[src/rtl/serial_addsub_pkg.sv]
// Shared definitions for the bit-serial adder/subtractor.
// Latency: n/a (types, constants and a constant function only).
// Backpressure: n/a.
package serial_addsub_pkg;

  // Default operand/result width; legal range is 2..32.
  localparam int DEFAULT_WIDTH = 8;

  // Control state encoding, fixed so external tools can decode the state bits.
  typedef enum logic [1:0] {
    IDLE = 2'd0,
    RUN  = 2'd1,
    DONE = 2'd2
  } state_t;

  // Bit counter width. One extra bit above clog2 so that WIDTH itself is
  // representable even when WIDTH is a power of two.
  function automatic int cnt_width(input int w);
    return $clog2(w) + 1;
  endfunction

endpackage

[src/rtl/fa_bit.sv]
// Single-bit full adder cell used by the serial datapath.
// Latency: purely combinational, zero cycles.
// Backpressure: none; outputs follow inputs continuously.
module fa_bit (
  input  logic x,
  input  logic y,
  input  logic cin,
  output logic s,
  output logic cout
);

  logic p;

  // Propagate term shared by the sum and the carry.
  assign p    = x ^ y;
  assign s    = p ^ cin;
  assign cout = (x & y) | (cin & p);

endmodule

[src/rtl/serial_addsub.sv]
// Bit-serial a+b / a-b, one bit per cycle through a single full-adder cell.
// Latency: start sampled at edge k -> done pulses for one cycle after edge k+WIDTH.
// Backpressure: none; start is accepted in IDLE or DONE, ignored while busy.
module serial_addsub
  import serial_addsub_pkg::*;
#(
  parameter int WIDTH = DEFAULT_WIDTH
) (
  input  logic             clk,
  input  logic             rst,
  input  logic             start,
  input  logic             sub,
  input  logic [WIDTH-1:0] a,
  input  logic [WIDTH-1:0] b,
  output logic             busy,
  output logic             done,
  output logic [WIDTH-1:0] result,
  output logic             carry_out,
  output logic             overflow
);

  localparam int CW = cnt_width(WIDTH);

  state_t           state;
  logic [WIDTH-1:0] a_sh;
  logic [WIDTH-1:0] b_sh;
  logic             carry;
  logic [CW-1:0]    cnt;

  logic             fa_s;
  logic             fa_cout;
  logic             last_bit;
  logic             take;

  // The LSBs of the operand shift registers and the carry flop feed the
  // one and only adder cell; everything else is sequencing around it.
  fa_bit u_fa (
    .x    (a_sh[0]),
    .y    (b_sh[0]),
    .cin  (carry),
    .s    (fa_s),
    .cout (fa_cout)
  );

  // The RUN edge that processes the MSB; carries are captured on this edge.
  assign last_bit = (cnt == CW'(WIDTH - 1));

  // A new request is accepted in IDLE and also in DONE for back-to-back use.
  assign take = start && ((state == IDLE) || (state == DONE));

  // Operand datapath: load on accept, shift one bit right per RUN edge.
  // Subtraction is a + ~b + 1, so B is inverted and the carry seeded with 1.
  always_ff @(posedge clk or posedge rst) begin
    if (rst) begin
      a_sh  <= '0;
      b_sh  <= '0;
      carry <= 1'b0;
      cnt   <= '0;
    end else if (take) begin
      a_sh  <= a;
      b_sh  <= b ^ {WIDTH{sub}};
      carry <= sub;
      cnt   <= '0;
    end else if (state == RUN) begin
      a_sh  <= {1'b0, a_sh[WIDTH-1:1]};
      b_sh  <= {1'b0, b_sh[WIDTH-1:1]};
      carry <= fa_cout;
      cnt   <= cnt + CW'(1);
    end
  end

  // Control FSM with registered status and result outputs. The result
  // register doubles as the sum shift register: after WIDTH shifts the
  // first sum bit has arrived at bit 0 and the word is complete.
  always_ff @(posedge clk or posedge rst) begin
    if (rst) begin
      state     <= IDLE;
      busy      <= 1'b0;
      done      <= 1'b0;
      result    <= '0;
      carry_out <= 1'b0;
      overflow  <= 1'b0;
    end else begin
      case (state)
        IDLE: begin
          done <= 1'b0;
          if (start) begin
            state <= RUN;
            busy  <= 1'b1;
          end
        end

        RUN: begin
          result <= {fa_s, result[WIDTH-1:1]};
          if (last_bit) begin
            state     <= DONE;
            busy      <= 1'b0;
            done      <= 1'b1;
            carry_out <= fa_cout;
            // Carry into the MSB is the carry flop at this point.
            overflow  <= carry ^ fa_cout;
          end
        end

        DONE: begin
          done <= 1'b0;
          if (start) begin
            state <= RUN;
            busy  <= 1'b1;
          end else begin
            state <= IDLE;
          end
        end

        default: begin
          state <= IDLE;
          busy  <= 1'b0;
          done  <= 1'b0;
        end
      endcase
    end
  end

endmodule

[config.mk]
export PLATFORM = sky130hd
export DESIGN_NAME = serial_addsub
export DESIGN_NICKNAME = d
export VERILOG_FILES = /design/src/rtl/serial_addsub_pkg.sv /design/src/rtl/fa_bit.sv /design/src/rtl/serial_addsub.sv
export SDC_FILE = /design/constraint.sdc
export NUM_CORES = 1
export LEC_CHECK = 0
export BUFFER_PORTS_ARGS = -buffer_cell sky130_fd_sc_hd__buf_2
export CORE_MARGIN = 10
export CORE_UTILIZATION = 54
export DETAILED_ROUTE_END_ITERATION = 7
export GPL_TIMING_DRIVEN = 0
export HOLD_SLACK_MARGIN = 0.03
export PLACE_DENSITY = 0.79
export SLEW_MARGIN = 20
export SYNTH_ARGS = -nofsm -noshare
export SYNTH_HDL_FRONTEND = slang
export SYNTH_SLANG_ARGS = --single-unit
[constraint.sdc]
create_clock -name clk -period 2 [get_ports clk]
set_input_delay 0.3 -clock clk [delete_from_list [all_inputs] [get_ports clk]]
set_output_delay 0.3 -clock clk [all_outputs]
set_load 0.005 [all_outputs]
# Word-level counts from Yosys, hierarchy flattened
# Cells that the tools add are included.
[op_classes] add_sub_neg=1 n_eq_ne=6 muxes=17 bitwise_logic=7 reduce_logical=8
[op_table] op="two-way mux 8 bit" n=4
[op_table] op="two-way mux 4 bit" n=2
[op_table] op="XOR 8 bit" n=1
[op_table] op="two-way mux 1 bit" n=7
[op_table] op="one-hot mux 2 bit (3 select lines)" n=1
[op_table] op="AND reduction 2 bit" n=3
[op_table] op="adder 4 x 1 -> 4 bit, second input constant" n=1
[op_table] op="equality test 4 x 3 -> 1 bit, second input constant" n=1
[op_table] op="two-way mux 2 bit" n=2
[op_table] op="!= test 2 bit, second input constant" n=2
[op_table] op="XOR 1 bit" n=3
[op_table] op="bitwise AND 1 bit" n=2
[op_table] op="equality test 2 x 1 -> 1 bit, second input constant" n=1
[op_table] op="equality test 2 bit, second input constant" n=1
[op_table] op="logical NOT 2 bit" n=1
[op_table] op="!= test 2 x 1 -> 1 bit, second input constant" n=1
[op_table] op="one-hot mux 1 bit (2 select lines)" n=1
[op_table] op="nonzero test 2 bit" n=1
[op_table] op="OR reduction 2 bit" n=1
[op_table] op="logical AND 1 bit" n=1
[op_table] op="logical OR 1 bit" n=1
[op_table] op="OR 1 bit" n=1
[word_totals] ff_bits=35 wordCells=49

# Depth between registers and ports, before layout
# Gate-level depths: netlist of the first run.
[depth] word_depth=5 mapped_depth=5 depth_no_buf=4

# By module
# Synthesis of the first run repeated with hierarchy kept, for this count alone.
[unflattened] hier_cells=161 area_unflattened_um2=1600.3
[by_module_without_submodules] module="serial_addsub" n_inst=1 cells_each=160 area_each_um2=1580.3 seq_area_each_um2=875.8
[by_module_without_submodules] module="fa_bit" n_inst=1 cells_each=1 area_each_um2=20.0 seq_area_each_um2=0.0

# Worst setup path before layout of the first run
# Ideal clock, no wire load.
[synth_timing] path_kind="register to register" startpoint="reg carry" endpoint="reg overflow" setup_time_ps=127 t_arrival_ps=1304 t_required_ps=1873 setup_slack_ps=569 path_stages_with_launch=4 path_cell_list="dfrtp_1 > fa_1 > xor2_1 > mux2_1"
[synth_via] elab_chain_len=3
[synth_lines] item="from (decl)" line_no="serial_addsub.sv:27" source="logic carry;"
[synth_lines] item="from (signal assigned)" line_no="serial_addsub.sv:62" source="carry <= sub;"
[synth_lines] item="from (signal assigned)" line_no="serial_addsub.sv:67" source="carry <= fa_cout;"
[synth_lines] item="bitwise AND 1 bit" line_no="fa_bit.sv:17" source="assign cout = (x & y) | (cin & p);"
[synth_lines] item="OR 1 bit" line_no="fa_bit.sv:17"
[synth_lines] item="named net fa_cout" line_no="serial_addsub.sv:31" source="logic fa_cout;"
[synth_lines] item="XOR 1 bit" line_no="serial_addsub.sv:101" source="overflow <= carry ^ fa_cout;"
[synth_lines] item="to (signal assigned)" line_no="serial_addsub.sv:101"
[synth_lines] item="to (decl)" line_no="serial_addsub.sv:19" source="output logic overflow"
# The timed path passes the listed nets, and every way through them passes these cells.
# A chain may end at the register's enable or synchronous reset.

# Final worst setup path of the first run
# Same ends and word-level chain as after synthesis.

==> impl_metrics.csv, run 1 <==
group,metric,value,unit
outcome,outcome,"finished, final reports clean",
synthesis,seq_area_frac_synth,53.3,%
clock_tree,clk_latency,0.35,ns
synthesis,synth.avg_cell_area,10.4,um^2
synthesis,yosysTopAreaCell,"dfrtp_1",
final_layout,drive_gt1_share,29.6,%
sta,setup_tns,0,ns
floorplanning,dieArea,5650,um^2
setup_path,cp.arrival,1.75,ns
clock_tree,cts-resized-gates,0,
sta,finalCriticalPeriod,1.50,ns
sta,slew_viol_final,0,
route,vias,1216,
global_route,antenna_found_initial,0,
setup_path,start_kind,"flip-flop",
final_layout,final_design_area_no_fill,1920,um^2
sta,rsz0062_at_grt,"no",
route,wirelength,3.44,mm
global_route,gr-usage-all-layers,13.7,%
setup_path,crit_start,"carry",
global_route,grt_max_degree,36,
synthesis,synth_most_common_cell,"nand2_1",
placement,gp_congestion,0.814,
placement,dp_slack,0.505,ns
placement,dp_hpwl,2.50,mm
floorplanning,coreArea,2830,um^2
synthesis,synth-edff-count,0,
setup_path,timing.reg2reg.setup_slack,0.50,ns
setup_path,r2r-start,"carry",
setup_path,crit_path_max_fanout,3,
clock_tree,cts_max_level,2,
setup_path,worstSetupEndpointType,"flip-flop",
route,dr.pass1.iters,4,
clock_tree,cts_sinks,35,
route,drtAntennaViolNets,0,
route,drt_iter0_drc,64,
floorplanning,die_h,75.2,um
setup_path,critPathRequiredTime,2.25,ns
clock_tree,clkTransAtPathRegs,0.11,ns
min_path,hold_class,"input pin to async pin",
setup_path,cp_slowest_stage_delay,0.48,ns
floorplanning,io_pins,32,
setup_path,ff2ff_path_depth,3,
sta,timing.final.crit_share,75.2,%
final_layout,syn_to_final_growth,16.7,%
global_route,grt_pass1_vias,1301,
synthesis,synthFlopType,"dfrtp_1",
global_route,grt_pass1_wl,5.91,mm
sta,slew_headroom,52.6,%
synthesis,synthDistinctLibCells,31,
synthesis,yosysWarnings,0,
sta,worstMarginPinSlew,0.709,ns
synthesis,synthesis.nets,180,
setup_path,crit_chain,"fa_1, xor2_1, mux2_1",
floorplanning,start_util,58.1,%
route,drt-wirelength-per-cell,15.2,um
sta,fmax,0.665,GHz
setup_path,timing.critical_path.to,"overflow",
power,leakage,0.956,nW
clock_tree,cts_buffers,5,
final_layout,num_antenna_cells,0,
synthesis,synth_top_area_share,53.3,%
sta,setup_viol,0,
synthesis,ys_ff_latch,35,
synthesis,synth.area.top_cells,"dfrtp_1 53%, nand2_1 9.6%, xor2_1 3.7%",
synthesis,syn_area,1640,um^2
final_layout,nNetsFinal,217,
route,drc_errors,0,
synthesis,synth_common_cells,"42 x nand2_1, 35 x dfrtp_1, 14 x nor2_1",
placement,placed_area,1830,um^2
power,powerDensity,1620,nW/um^2
power,ir_worst_vdd,0.000873,V
synthesis,postSynthCellCount,158,
sta,hold_viol,0,
sta,skew,0.00984,ns
setup_path,slowest_stage,"fa_1",
clock_tree,root_buffer,"clkbuf_4",
setup_path,crit_type,"flip-flop to flip-flop",
clock_tree,ctsHoldBuffers,0,
placement,port_buffers,30,
sta,setup_slack,0.496,ns
clock_tree,cts_setup_buffers,0,
synthesis,synthArstFlopShare,100,%
floorplanning,fp-row-count,19,
route,avgViaCountPerCell,5.36,
setup_path,timing.rr.end,"overflow",
global_route,overflow,0,
clock_tree,cts_max_path_buffers,2,
clock_tree,cts_tree,"built",
job,drv_cap,0,
floorplanning,die_w,75.2,um
==> power by group <==
group          switching, W  internal, W
Clock              0.000247     0.000295
Combinational      0.000694     0.000631
Sequential         0.000218      0.00103
==> how the worst min path moves through the flow <==
stage	start	to	slack, ns	depth (start not counted)
final	rst	result[2]	0.05	2
after CTS	rst	result[2]	0.07	2
after global placement	result[0]	result[0]	0.45	2
after floorplan	a[4]	a_sh[4]	0.43	2
after detailed placement	rst	result[1]	0.46	2
after global routing	rst	result[2]	0.09	2
==> worst max-delay path: cells and delay by family (launching register included) <==
kind	cells	cell delay [ns]
mux	1	0.30
flops	1	0.44
xor+xnor	1	0.18
fa+ha+maj	1	0.48
==> registers in the layout (all words and copies together), names as in the netlist <==
signal and cells:
b_sh 8, done 1, cnt 4, carry_out 1
busy 1, carry 1, state 2, result 8
overflow 1, a_sh 8
==> area by class of cell <==
class	instances	area, um^2
sequential	35	876
clock buffer	6	51.3
buffer	11	87.6
fill	239	910
multi-input combinational	111	677
clock inverter	2	35.0
timing repair buffer	30	150
inverter	1	3.75
tap	31	38.8
==> logic make-up (layout without fill, tap and decap cells) <==
logic type	Yosys count	count (layout)	share of synthesized area, %
simple gates	73	73	19.6
buf+inv	12	50	5.56
fa+ha+maj	2	2	1.98
flops	35	35	53.3
xor+xnor	9	9	4.79
compound gates	22	22	10.5
mux	5	5	4.26
==> layer usage <==
metal	vias up	share of wire [%]	GRT usage [%]	wire length (um)
met4	0	2.3	8.04	78
met2	39	46	21.0	1590
li1	602	-	-	-
met3	8	8.1	4.34	280
met5	-	0	0	0
met1	567	44	16.7	1500
==> through the flow <==
step / instances / utilization (%) / total power [W] / hold slack [ns]
after floorplan: 158 / - / 0.00221 / 0.428
after global placement: 219 / 64.8 / 0.00251 / 0.454
after detailed placement: 219 / 64.8 / 0.00260 / 0.458
after CTS: 227 / 67.8 / 0.00315 / 0.0709
after global routing: 227 / 67.8 / 0.00338 / 0.0932
final: 227 / 67.8 / 0.00312 / 0.0485
==> cell usage in the layout, fill, tap and decap left out, types with 3 or more instances in the layout <==
cell       n
clkbuf_4   5
o22ai_1    4
dfrtp_1   35
buf_6      4
buf_4      3
xor2_1     7
nand3_1    4
a31oi_1    3
a22oi_1    3
nand2_1   42
a22o_1     3
o21ai_0    3
nor3_1     4
nor2_1    14
buf_2     34
a31oi_2    3
Power figures use the tool's default switching activity.
==> inputs of run 2 (changes only) <==
clock period = 1.55 ns   (was 2 ns; I/O delays follow)
==> run 2 against run 1 <==
Effect of this change:
- register-to-register slack got worse by 0.42 ns
- non-clock buffer count rose by 2
- utilization rose by 0.62 points
- die area did not move
- clock-buffer cell count did not move
- maximum frequency rose by 1.8%
- first-iteration DRC count did not move
- critical path depth did not move
- sequential share of layout area fell by 0.41 points
- worst setup slack got worse by 0.42 ns
- wire length rose by 0.78%
- clock skew barely moved
==> impl_metrics.csv, run 2 (synthesized netlist as in run 1, its figures left out) <==
group,metric,value,unit
placement,port_buffers,30,
setup_path,crit_type,"flip-flop to flip-flop",
final_layout,final_cells,229,
floorplanning,die_h,75.2,um
global_route,overflow,0,
sta,hold_viol,0,
route,drt_iter0_drc,64,
sta,skew,0.00989,ns
sta,setup_viol,0,
sta,fmax,0.677,GHz
route,vias,1222,
floorplanning,dieArea,5650,um^2
route,dr.pass1.iters,4,
power,leakage,0.965,nW
clock_tree,cts_max_level,2,
sta,setup_tns,0,ns
clock_tree,clk_latency,0.35,ns
final_layout,drive_gt1_share,29.8,%
placement,dp_hpwl,2.50,mm
power,ir_worst_vdd,0.00113,V
min_path,hold_class,"input pin to flip-flop",
outcome,outcome,"finished, final reports clean",
final_layout,final_cell_mix,"42 x nand2_1, 35 x dfrtp_1, 34 x buf_2",
route,wirelength,3.47,mm
final_layout,largest_registers,"a_sh: 8 flops, b_sh: 8 flops, result: 8 flops",
final_layout,multi_input_area,677,um^2
setup_path,cp_slowest_stage_delay,0.48,ns
global_route,antenna_found_initial,0,
floorplanning,die_w,75.2,um
global_route,grt_pass1_vias,1306,
final_layout,nFillCells,238,
floorplanning,coreArea,2830,um^2
setup_path,crit_path_max_fanout,3,
final_layout,seq_area,876,um^2
setup_path,start_kind,"flip-flop",
final_layout,num_antenna_cells,0,
placement,gp_congestion,0.814,
setup_path,slowest_stage,"fa_1",
setup_path,cp.arrival,1.72,ns
floorplanning,start_util,58.1,%
sta,rsz0062_at_grt,"no",
clock_tree,cts_buffers,5,
placement,place_inst,219,
route,drt-wirelength-per-cell,15.2,um
route,drtAntennaViolNets,0,
global_route,gr-usage-all-layers,13.7,%
global_route,grt_pass1_wl,5.93,mm
route,drc_errors,0,
final_layout,layout_commonest_cell,"nand2_1",
setup_path,critPathRequiredTime,1.80,ns
clock_tree,cts-resized-gates,0,
floorplanning,io_pins,32,
job,drv_cap,0,
clock_tree,cts_max_path_buffers,2,
global_route,grt_max_degree,36,
sta,slew_viol_final,0,
floorplanning,fp-row-count,19,
setup_path,worstSetupEndpointType,"flip-flop",
power,powerDensity,2090,nW/um^2
setup_path,crit_family,"adder cells",
clock_tree,root_buffer,"clkbuf_4",
route,avgViaCountPerCell,5.34,
clock_tree,cts_tree,"built",
clock_tree,cts_sinks,35,
sta,finalCriticalPeriod,1.48,ns
final_layout,nNetsFinal,219,
final_layout,syn_to_final_growth,17.8,%
setup_path,critPathBufInv,0,
sta,timing.final.crit_share,95.3,%
clock_tree,clkTransAtPathRegs,0.11,ns
sta,slew_headroom,52.6,%
setup_path,crit_chain,"fa_1, xor2_1, mux2_1",
sta,worstMarginPinSlew,0.710,ns
[run 2: routing by layer]
metal	up-vias	GRT usage (%)	wire [um]
li1	606	-	-
met1	569	16.7	1500
met2	39	21.0	1610
met3	8	4.34	279
met4	0	8.04	78
met5	-	0	0
[run 2: worst register-to-register path: cells and delay by family, from the launching register on]
family | cells | cell delay (ns)
xor gates and xnor gates | 1 | 0.18
adders and majority gates | 1 | 0.48
DFF | 1 | 0.42
muxes | 1 | 0.30
[run 2: report_power, final]
part           switching, W  internal, W  leakage [nW]
Combinational      0.000907     0.000832         0.483
Sequential         0.000277      0.00133         0.434
Clock              0.000319     0.000381        0.0482
[run 2: timing repair]
action | 4_1_cts | 5_1_grt
endpoints found under the hold margin | 35 | 0
endpoints found under the setup margin | 0 | 1
hold buffers | 1 | 0
setup buffers | 0 | 1
[run 2: final cells by class]
cell class | instances | area share, %
timing repair buffer | 32 | 8.66
clock inverter | 2 | 1.81
multi-input combinational | 111 | 34.9
clock buffer | 6 | 2.65
buffer | 11 | 4.52
sequential | 35 | 45.2
tap | 31 | 2.00
inverter | 1 | 0.194
[run 2: path summary, 6_finish.rpt]
check / start / to / slack [ns] / cells past startpoint
min in group asynchronous: rst / result[2] / 0.53 / 3
hold / removal: a[6] / a_sh[6] / 0.09 / 3
setup reg to reg: carry / overflow / 0.07 / 3
max in group asynchronous: rst / cnt[3] / 0.56 / 3
setup / recovery: carry / overflow / 0.07 / 3
hold reg to reg: result[0] / result[0] / 0.48 / 2
[run 2: metrics by stage]
| step | cell area [um^2] | power (W) | util, % | hold slack, ns | setup slack, ns |
|---|---|---|---|---|---|
| final | 1940 | 0.00405 | 68.5 | 0.0869 | 0.0722 |
| after global routing | 1940 | 0.00439 | 68.5 | 0.121 | 0.0356 |
| after CTS | 1930 | 0.00406 | 68.2 | 0.0816 | 0.0394 |
| after detailed placement | 1830 | 0.00335 | 64.8 | 0.392 | 0.0552 |
| after global placement | 1830 | 0.00324 | 64.8 | 0.451 | 0.0830 |
| after floorplan | 1640 | 0.00285 | - | 0.361 | 0.119 |
